## src/rtl/wb_port_arbiter.sv

```systemverilog
// -----------------------------------------------------------------------------
// wb_port_arbiter
//
// Shares the single register-file write port between the pipeline WB stage
// and a multiply/divide unit (MDU). The MDU result is captured in a one-entry
// buffer and written back on a cycle where the pipeline does not write. A
// pipeline write to the same register discards the buffered value, because
// the pipeline result is program-later.
//
// Optional feature (macro WB_ARB_STARVE_EN):
//   When defined, a starvation counter tracks how long the buffered result
//   has been blocked by pipeline writes. Once it reaches STARVE_LIMIT, the
//   arbiter spends one FORCE cycle with StallPipe high, giving the port to
//   the buffer. When undefined, the counter and FORCE state do not exist and
//   StallPipe is tied low.
//
// Parameters:
//   STARVE_LIMIT  blocked FULL cycles before FORCE (1..15, default 4)
//
// Ports:
//   clk        in   clock, rising edge
//   rst_n      in   asynchronous active-low reset
//   RegWriteW  in   pipeline WB write request
//   WriteRegW  in   pipeline WB destination register [4:0]
//   ResultW    in   pipeline WB write data [31:0]
//   MduValid   in   MDU offers a result
//   MduReg     in   MDU destination register [4:0]
//   MduData    in   MDU result data [31:0]
//   MduReady   out  arbiter accepts an MDU result this cycle
//   RfWe       out  register-file write enable
//   RfWa       out  register-file write address [4:0]
//   RfWd       out  register-file write data [31:0]
//   StallPipe  out  freezes the IF..MEM/WB pipeline registers
//   PendValid  out  an MDU result is buffered and not yet written
//   PendReg    out  destination of the buffered result [4:0]
// -----------------------------------------------------------------------------
module wb_port_arbiter #(
  parameter int unsigned STARVE_LIMIT = 4
) (
  input  logic        clk,
  input  logic        rst_n,
  input  logic        RegWriteW,
  input  logic [4:0]  WriteRegW,
  input  logic [31:0] ResultW,
  input  logic        MduValid,
  input  logic [4:0]  MduReg,
  input  logic [31:0] MduData,
  output logic        MduReady,
  output logic        RfWe,
  output logic [4:0]  RfWa,
  output logic [31:0] RfWd,
  output logic        StallPipe,
  output logic        PendValid,
  output logic [4:0]  PendReg
);

`ifdef WB_ARB_STARVE_EN
  typedef enum logic [1:0] {
    EMPTY = 2'd0,
    FULL  = 2'd1,
    FORCE = 2'd2
  } arbState_e;
`else
  typedef enum logic [1:0] {
    EMPTY = 2'd0,
    FULL  = 2'd1
  } arbState_e;
`endif

  arbState_e   state;
  logic [4:0]  pendRegR;
  logic [31:0] pendDataR;
  logic        mduReadyR;
  logic        pendValidR;
  logic        pipeWr;
  logic        pendHit;

`ifdef WB_ARB_STARVE_EN
  localparam logic [3:0] LIMIT = 4'(STARVE_LIMIT);
  logic [3:0] waitCntR;
  logic       stallR;
`else
  // The limit only matters with the starvation logic built in.
  logic unusedStarveLimit;
  assign unusedStarveLimit = (STARVE_LIMIT == 32'd0);
`endif

  // Register $0 is hard-wired zero, so a write to it is no write at all.
  assign pipeWr  = RegWriteW && (WriteRegW != 5'd0);
  // A program-later pipeline write to the buffered register supersedes it.
  assign pendHit = pipeWr && (WriteRegW == pendRegR);

  // Write-port mux: the pipeline has priority except in FORCE.
  always_comb begin
    RfWe = 1'b0;
    RfWa = 5'd0;
    RfWd = 32'd0;
    case (state)
      EMPTY: begin
        if (pipeWr) begin
          RfWe = 1'b1;
          RfWa = WriteRegW;
          RfWd = ResultW;
        end else begin
          RfWe = 1'b0;
        end
      end
      FULL: begin
        if (pipeWr) begin
          RfWe = 1'b1;
          RfWa = WriteRegW;
          RfWd = ResultW;
        end else begin
          // Drain; a result destined for $0 is consumed without a write.
          RfWe = (pendRegR != 5'd0);
          RfWa = pendRegR;
          RfWd = pendDataR;
        end
      end
`ifdef WB_ARB_STARVE_EN
      FORCE: begin
        // Pipeline is frozen and will re-present its write next cycle.
        RfWe = (pendRegR != 5'd0);
        RfWa = pendRegR;
        RfWd = pendDataR;
      end
`endif
      default: begin
        RfWe = 1'b0;
      end
    endcase
  end

  // Buffer FSM with registered handshake/status outputs.
  always_ff @(posedge clk or negedge rst_n) begin
    if (!rst_n) begin
      state      <= EMPTY;
      pendRegR   <= 5'd0;
      pendDataR  <= 32'd0;
      mduReadyR  <= 1'b1;
      pendValidR <= 1'b0;
`ifdef WB_ARB_STARVE_EN
      waitCntR   <= 4'd0;
      stallR     <= 1'b0;
`endif
    end else begin
      case (state)
        EMPTY: begin
          if (MduValid) begin
            state      <= FULL;
            pendRegR   <= MduReg;
            pendDataR  <= MduData;
            mduReadyR  <= 1'b0;
            pendValidR <= 1'b1;
`ifdef WB_ARB_STARVE_EN
            waitCntR   <= 4'd0;
`endif
          end
        end
        FULL: begin
          if (!pipeWr || pendHit) begin
            // Drained this cycle, or superseded by the pipeline write.
            state      <= EMPTY;
            mduReadyR  <= 1'b1;
            pendValidR <= 1'b0;
          end else begin
`ifdef WB_ARB_STARVE_EN
            // Blocked by an unrelated pipeline write.
            if ((waitCntR + 4'd1) == LIMIT) begin
              state    <= FORCE;
              stallR   <= 1'b1;
            end
            waitCntR   <= waitCntR + 4'd1;
`endif
          end
        end
`ifdef WB_ARB_STARVE_EN
        FORCE: begin
          state      <= EMPTY;
          stallR     <= 1'b0;
          mduReadyR  <= 1'b1;
          pendValidR <= 1'b0;
          waitCntR   <= 4'd0;
        end
`endif
        default: begin
          state      <= EMPTY;
          mduReadyR  <= 1'b1;
          pendValidR <= 1'b0;
`ifdef WB_ARB_STARVE_EN
          stallR     <= 1'b0;
          waitCntR   <= 4'd0;
`endif
        end
      endcase
    end
  end

  assign MduReady  = mduReadyR;
  assign PendValid = pendValidR;
  assign PendReg   = pendRegR;
`ifdef WB_ARB_STARVE_EN
  assign StallPipe = stallR;
`else
  assign StallPipe = 1'b0;
`endif

endmodule

```

## config.mk

```make
export PLATFORM = sky130hd
export DESIGN_NAME = wb_port_arbiter
export DESIGN_NICKNAME = d
export VERILOG_FILES = /design/src/rtl/wb_port_arbiter.sv
export SDC_FILE = /design/constraint.sdc
export NUM_CORES = 1
export LEC_CHECK = 0
export CAP_MARGIN = 10
export CORE_UTILIZATION = 35
export DETAILED_ROUTE_END_ITERATION = 6
export PLACE_DENSITY_LB_ADDON = 0.08
export REMOVE_ABC_BUFFERS = 1
export SLEW_MARGIN = 20
export SYNTH_ARGS = -nofsm -noshare
export SYNTH_HDL_FRONTEND = slang
export SYNTH_SLANG_ARGS = --single-unit
```

## constraint.sdc

```tcl
create_clock -name clk -period 2.05 [get_ports clk]
set_input_delay 0.3075 -clock clk [delete_from_list [all_inputs] [get_ports clk]]
set_output_delay 0.3075 -clock clk [all_outputs]
set_load 0.01 [all_outputs]
```

Word-level counts from Yosys, hierarchy flattened
Index checks and enable logic that the tools add are counted.
{"block": "word_totals", "regBits": 41, "wordCells": 36}
{"block": "op_classes", "n_eq_ne": 4, "muxes": 18, "n_reduce_logical": 9}
{"operator": "32-bit two-way mux", "n": 2}
{"operator": "32-bit one-hot mux with 2 select lines", "n": 1}
{"operator": "5-bit two-way mux", "n": 2}
{"operator": "5-bit one-hot mux with 2 select lines", "n": 1}
{"operator": "5-bit nonzero test", "n": 2}
{"operator": "1-bit two-way mux", "n": 6}
{"operator": "1-bit one-hot mux with 2 select lines", "n": 3}
{"operator": "5-bit == test", "n": 1}
{"operator": "2-bit two-way mux", "n": 2}
{"operator": "2-bit inequality test (second input constant)", "n": 2}
{"operator": "2-bit one-hot mux with 2 select lines", "n": 1}
{"operator": "2-bit AND reduction", "n": 2}
{"operator": "2-bit by 1-bit == test with 1-bit output (second input constant)", "n": 1}
{"operator": "1-bit logical AND", "n": 2}
{"operator": "2-bit zero test", "n": 1}
{"operator": "1-bit zero test", "n": 1}
{"operator": "1-bit logical OR", "n": 1}

Depth between registers and ports, before layout
Gate-level depths: netlist of the first run.
{"block": "logic_depth", "depth_word": 6, "depth_mapped": 6, "depth_no_buf": 4}

Worst setup path after synthesis of the first run
OpenSTA, ideal clock, no wires.
{"block": "synth_timing", "path_type": "input to output", "startpoint": "input WriteRegW[3]", "endpoint": "output RfWa[0]", "t_arrival_ns": 1.467, "t_required_ns": 1.742, "path_slack_ns": 0.276, "stages": 4, "path_cell_list": "or4_4 o21a_1 buf_6 o21ai_0"}
{"block": "synth_via", "elab_chain_len": 4, "elab_cells_between_ends": 5}
{"item": "start: declaration", "line": "43", "rtl": "input logic [4:0] WriteRegW,"}
{"item": "5-bit nonzero test (*)", "line": "89", "rtl": "assign pipeWr = RegWriteW && (WriteRegW != 5'd0);"}
{"item": "1-bit logical AND (*)", "line": "89"}
{"item": "5-bit two-way mux (on tied branches)", "line": "109, 100"}
{"item": "5-bit one-hot mux with 2 select lines (*)", "line": "98", "rtl": "case (state)"}
{"item": "end: declaration", "line": "50", "rtl": "output logic [4:0] RfWa,"}
Every way passes the cells marked *; elsewhere a longest branch is shown, timed or not.

Worst setup path after layout of the first run
{"block": "layout_timing", "startpoint": "input WriteRegW[4]", "endpoint": "output RfWd[30]"}
{"block": "layout_via", "elab_chain_len": 4, "elab_cells_between_ends": 5}
{"item": "5-bit nonzero test (*)", "line": "89"}
{"item": "1-bit logical AND (*)", "line": "89"}
{"item": "32-bit two-way mux (on tied branches)", "line": "109, 100"}
{"item": "32-bit one-hot mux with 2 select lines (*)", "line": "98"}
{"item": "end: declaration", "line": "51", "rtl": "output logic [31:0] RfWd,"}
Marked as above.

==> impl_metrics.env, run 1 <==
export IMPL_n_fill_cell=545
export IMPL_crit_fanout=4
export IMPL_syn_instance_count=221
export IMPL_fin_crit_sh_pct=101
export IMPL_initial_core_util_pct=36.2
export IMPL_track_usage_pct=21.0
export IMPL_preCtsSetupSlack_ns=-0.642
export IMPL_core_area_um2=5920
export IMPL_power_per_cell_area_nw_per_um2=773
export IMPL_drtIter0Drc=37
export IMPL_synth_top_area_cell="dfrtp_1"
export IMPL_cts_sinks=39
export IMPL_synth_top_area_share_pct=44.4
export IMPL_setup_viol=6
export IMPL_grt_pass1_wl_um=10300
export IMPL_place_inst=423
export IMPL_netlist_top_cells_count="nand2_1, dfrtp_1, mux2_2, nand3_1, o21ai_0"
export IMPL_hp_class="input pin to asynchronous set/reset pin"
export IMPL_crit_family="simple AND/OR/NAND/NOR gates"
export IMPL_critPathKind="input pin to primary output"
export IMPL_seqCellArea_um2=977
export IMPL_grt_pass1_vias=2104
export IMPL_syn_avg_cell_area_um2=9.70
export IMPL_n_antenna_cell=0
export IMPL_cts_buffers=5
export IMPL_grt_ovfl_total=0
export IMPL_wl_um=6290
export IMPL_port_buffers=122
export IMPL_postSynth_asyncResetShare_pct=100
export IMPL_arrival_ns=1.76
export IMPL_io_pins=124
export IMPL_avgViaCountPerCell=4.74
export IMPL_path_buf_inv=4
export IMPL_path_cells="buf_2, or4_4, o21ai_4, buf_6, bufbuf_16, nand3_1, nand2_1, buf_2"
export IMPL_multi_input_area_um2=1090
export IMPL_slowest_stage="or4_4"
export IMPL_vias=2092
export IMPL_syn_area_um2=2140
export IMPL_cp_common_cell="buf_2"
export IMPL_path_clk_slew_ns=0.07
export IMPL_ys_flop_type="dfrtp_1"
export IMPL_report_final_slew_viol_count=0
export IMPL_worst_path_largest_cell_delay_ns=0.53
export IMPL_synth_most_common_cell="nand2_1"
export IMPL_cts_max_level=2
export IMPL_peakVddDrop_uv=500
export IMPL_maxCapViolations=0
export IMPL_min_period_ns=2.07
export IMPL_routedWlPerCell_um=14.3
export IMPL_die_h_um=80.3
export IMPL_p_leak_nw=1.72
export IMPL_worstPathRequired_ns=1.74
export IMPL_antenna_found_initial=0
export IMPL_die_x_um=80.3
export IMPL_synth_distinct_cells=23
export IMPL_failed_checks="negative setup slack"
export IMPL_ant_nets=0
export IMPL_root_buffer="clkbuf_8"
export IMPL_power_total_mw=2.84
export IMPL_yosysWarnings=0
export IMPL_synth_top_cells_by_area="dfrtp_1, mux2_2, nand2_1"
export IMPL_setup_ws_ns=-0.0158
export IMPL_clk_latency_ns=0.28
export IMPL_fmax_ghz=0.484
export IMPL_synth_edf_count=0
export IMPL_yosysSeqAreaShare_pct=45.6
export IMPL_gp_congestion=0.748
export IMPL_area_growth_pct=71.5
export IMPL_grt_max_degree=31
export IMPL_cts_buffer_depth=2
export IMPL_fin_setup_tns_ns=-0.0584
export IMPL_finClkSkew_ns=0.00295
export IMPL_holdWs_ns=0.437
export IMPL_drt_pass1_iterations=4
export IMPL_final_cell_count_no_fill=441
export IMPL_rows=28
export IMPL_critPathLaunchType="input pin"
export IMPL_nNetsFinal=443
export IMPL_remaining_drc_errors=0
export IMPL_dpl_hpwl_um=4370
export IMPL_finalHoldViolCount=0
export IMPL_endpoint_kind="primary output"
export IMPL_cts_tree="built"
export IMPL_outcome="finished, violations left"
export IMPL_rsz0062_at_grt="true"
export IMPL_ys_seq_elements=39
export IMPL_dieArea_um2=6440
export IMPL_final_layout_size_suffix_gt1_share_pct=35.8
registers in the layout, indices dropped and copies added (netlist names):
name       cells
PendReg        5
PendValid      1
pendDataR     32
MduReady       1
layout make-up:
type                    instances  share of cell area (%)
multi-input cells             165                    29.6
clock inverters                 2                   0.953
well taps                      75                    2.55
repair buffers                154                    38.0
flip-flops and latches         39                    26.6
clock buffers                   6                    2.25
layer usage:
| metal | share of wire [%] | wire length [µm] | GRT usage [%] | vias to the layer above |
|---|---|---|---|---|
| li1 | - | - | - | 1028 |
| met1 | 44 | 2750 | 26.8 | 990 |
| met2 | 49 | 3080 | 36.2 | 69 |
| met3 | 6.5 | 408 | 5.11 | 5 |
| met4 | 0.76 | 48 | 3.75 | 0 |
| met5 | 0 | 0 | 0 | - |
where the power goes:
| group | total (mW) | switching [mW] | internal [mW] |
|---|---|---|---|
| clock | 0.656 | 0.262 | 0.394 |
| combinational | 1.08 | 0.446 | 0.630 |
| sequential | 1.11 | 0.131 | 0.979 |
worst register-to-register path, delay by kind of cell, from the launching register on:
| kind | cells | cell delay [ns] |
|---|---|---|
| buf+inv | 2 | 0.44 |
| simple gates | 1 | 0.30 |
| mux | 1 | 0.36 |
| flops | 1 | 0.41 |
logic make-up (layout without fill, tap and decap cells):
kind of cell,after synthesis,after routing,synth area share (%)
AO/OA/AOI/OAI,10,10,3.56
XOR/XNOR,5,5,2.04
buffers and inverters,17,162,6.83
flip-flops,39,39,45.6
multiplexers,37,37,19.4
other,1,1,0.175
AND/OR/NAND/NOR,112,112,22.4
layout by cell type (no fill, tap or decap), drive strengths merged:
cell type	instances
o21bai	1
bufbuf	1
bufinv	1
or4	2
nor2b	2
dfstp	1
dlygate4sd2	3
dlygate4sd3	1
nand2	74
clkinv	1
conb	1
clkdlybuf4s50	79
xnor2	3
xor2	2
dfrtp	38
nand3	33
clkbuf	6
a32o	1
buf	68
o21a	1
clkdlybuf4s15	2
nor3	1
o21ai	6
o32a	1
mux2	37
worst paths after layout:
kind / startpoint / end / slack [ns] / cells past startpoint
setup / recovery: WriteRegW[4] / RfWd[30] / -0.02 / 8
min in group clk: pendDataR[25]$_DFFE_PN0P_ / pendDataR[25]$_DFFE_PN0P_ / 0.51 / 1
hold reg to reg: pendDataR[25]$_DFFE_PN0P_ / pendDataR[25]$_DFFE_PN0P_ / 0.51 / 1
max in group asynchronous: rst_n / pendDataR[0]$_DFFE_PN0P_ / 1.10 / 3
hold / removal: rst_n / PendValid$_DFFE_PN0P_ / 0.44 / 2
setup reg to reg: PendValid$_DFFE_PN0P_ / pendDataR[13]$_DFFE_PN0P_ / 0.43 / 4
repair_timing:
action                                  CTS  global route
hold buffers                              1             0
endpoints found under the setup margin   38            32
setup buffers                             8             3
cloned                                    4             0
hold endpoints to repair                 10             0
pin swaps                                19            14
gates resized for setup                 173             8
per-stage QoR:
stage / cell area, µm² / util [%]
4_1_cts: 3730 / 63.0
2_1_floorplan: 2000 / -
5_1_grt: 3670 / 62.1
3_5_place_dp: 3530 / 59.6
6_report: 3670 / 62.1
3_3_place_gp: 3530 / 59.6
(Power assumes the default switching activity.)
==> run 2: changes to the inputs <==
RECOVER_POWER = 25   (was unset)
==> run 2 against run 1 <==
Net effect: the flow still finishes with violations (negative setup slack); register-to-register slack about the same; clock skew barely moved; non-clock buffer count unchanged; critical path type unchanged; largest cell class unchanged; largest power group unchanged.
==> impl_metrics.env, run 2 (synthesis gave the netlist of run 1 again) <==
export IMPL_die_x_um=80.3
export IMPL_p_comb_share_pct=37.8
export IMPL_rsz0062_at_grt="true"
export IMPL_cts_max_level=2
export IMPL_seq_power_share_pct=39.1
export IMPL_cts_tree="built"
export IMPL_clk_latency_ns=0.28
export IMPL_crit_family="simple AND/OR/NAND/NOR gates"
export IMPL_power_per_cell_area_nw_per_um2=774
export IMPL_cts_buffers=5
export IMPL_track_usage_pct=21.0
export IMPL_endpoint_kind="primary output"
export IMPL_fin_crit_sh_pct=101
export IMPL_top_register="pendDataR"
export IMPL_power_total_mw=2.84
export IMPL_core_area_um2=5920
export IMPL_tightest_slew_ns=0.704
export IMPL_hold_start="pendDataR[25]$_DFFE_PN0P_"
export IMPL_power_switching_mw=0.839
export IMPL_root_buffer="clkbuf_8"
export IMPL_fmax_ghz=0.483
export IMPL_ant_nets=0
export IMPL_worst_path_largest_cell_delay_ns=0.53
export IMPL_final_cell_count_no_fill=441
export IMPL_rows=28
export IMPL_slowest_stage="or4_4"
export IMPL_fin_setup_tns_ns=-0.0810
export IMPL_drt_pass1_iterations=5
export IMPL_outcome="finished, violations left"
export IMPL_grt_max_degree=31
export IMPL_dieArea_um2=6440
export IMPL_drtIter0Drc=36
export IMPL_antenna_found_initial=0
export IMPL_failed_checks="negative setup slack"
export IMPL_place_inst=423
export IMPL_sw_frac_of_total_pct=29.5
export IMPL_cts_buffer_depth=2
export IMPL_crit_fanout=4
export IMPL_p_leak_nw=1.71
export IMPL_p_int_mw=2.00
export IMPL_path_cells="buf_2, or4_4, o21ai_4, buf_6, bufbuf_16, nand3_1, nand2_1, buf_2"
export IMPL_wl_um=6300
export IMPL_power_frac_clock_pct=23.1
export IMPL_reg2reg_to="pendDataR[1]$_DFFE_PN0P_"
export IMPL_arrival_ns=1.76
export IMPL_finClkSkew_ns=0.00295
export IMPL_cp_common_cell="buf_2"
export IMPL_report_final_slew_viol_count=0
export IMPL_r2r_cells=4
export IMPL_peakVddDrop_uv=500
export IMPL_maxSlewHeadroom_pct=53.1
export IMPL_final_common_cell="clkdlybuf4s50_1"
export IMPL_remaining_drc_errors=0
export IMPL_preCtsSetupSlack_ns=-0.642
export IMPL_gp_congestion=0.748
export IMPL_maxCapViolations=0
export IMPL_grt_pass1_vias=2104
export IMPL_layout_common_cells="clkdlybuf4s50_1, nand2_1, dfrtp_1"
export IMPL_largest_reg_flops=32
export IMPL_port_buffers=122
export IMPL_whs_endpoint="pendDataR[25]$_DFFE_PN0P_"
export IMPL_setup_viol=7
export IMPL_avgViaCountPerCell=4.78
export IMPL_cts_sinks=39
export IMPL_grt_pass1_wl_um=10300
export IMPL_path_clk_slew_ns=0.07
export IMPL_critPathLaunchType="input pin"
export IMPL_final_layout_size_suffix_gt1_share_pct=35.2
export IMPL_critPathKind="input pin to primary output"
export IMPL_area_growth_pct=71.1
export IMPL_fin_util_pct=61.9
export IMPL_setup_ws_ns=-0.0183
export IMPL_path_buf_inv=4
export IMPL_worst_r2r_setup_slack_ns=0.43
export IMPL_finalHoldViolCount=0
export IMPL_dpl_hpwl_um=4370
export IMPL_min_period_ns=2.07
export IMPL_nNetsFinal=443
export IMPL_initial_core_util_pct=36.2
export IMPL_die_h_um=80.3
export IMPL_vias=2106
export IMPL_worstPathRequired_ns=1.74
export IMPL_grt_ovfl_total=0
export IMPL_n_antenna_cell=0
export IMPL_io_pins=124
export IMPL_hp_class="flip-flop to flip-flop"
export IMPL_worstReg2RegStart="PendValid$_DFFE_PN0P_"
export IMPL_holdPathStages=1
export IMPL_routedWlPerCell_um=14.3
run 2: cell count changes in the layout (fill, tap and decap cells not counted):
cell / delta
buf_2: -1
buf_4: -2
clkbuf_1: +2
clkbuf_2: +1
run 2: per-stage QoR:
stage          instance area, µm²  hold WS, ns
5_1_grt                      3670        0.527
3_5_place_dp                 3530        0.219
2_1_floorplan                2000       0.0119
3_3_place_gp                 3530        0.227
4_1_cts                      3730        0.448
6_report                     3670        0.513
run 2: cell type report:
cell class,count,area (µm²)
fillers,544,2250
clock inverters,2,35.0
flip-flops and latches,39,977
multi-input cells,165,1090
repair buffers,154,1390
clock buffers,6,82.6
well taps,75,93.8
run 2: worst max path at each step:
stage	from	to	cells after the start
after floorplan	PendValid$_DFFE_PN0P_	PendReg[0]$_DFFE_PN0P_	2
after global placement	WriteRegW[3]	RfWa[1]	5
after detailed placement	WriteRegW[3]	RfWd[14]	7
after CTS	WriteRegW[1]	RfWa[4]	9
after global routing	WriteRegW[3]	RfWd[31]	9
final	WriteRegW[4]	RfWd[30]	8
run 2: power by group through the flow:
stage,Clock (mW),Sequential [mW],Combinational [mW]
floorplan,0,1.13,0.456
global placement,0,1.10,1.12
detailed placement,0,1.11,1.13
CTS,0.684,1.11,1.10
global route,0.721,1.14,1.17
finish,0.655,1.11,1.07
run 2: timing repair:
action                                 4_1_cts  5_1_grt
buffers inserted                             8        3
cloned                                       4        0
setup endpoints to repair                   38       32
gates resized for setup                    173        8
endpoints found under the hold margin       10        0
pin swaps                                   19       14
hold buffers                                 1        0
run 2: metal layers:
metal / vias to the layer above / GRT usage (%) / share of wire (%)
li1: 1029 / - / -
met1: 1000 / 26.8 / 44
met2: 72 / 36.2 / 49
met3: 5 / 5.11 / 6.5
met4: 0 / 3.75 / 0.76
met5: - / 0 / 0
==> run 3: changes to the inputs <==
SLEW_MARGIN = unset   (was 20)
==> results of run 3 <==
Same layout as run 2: the final DEF is identical, and so are final timing and power.
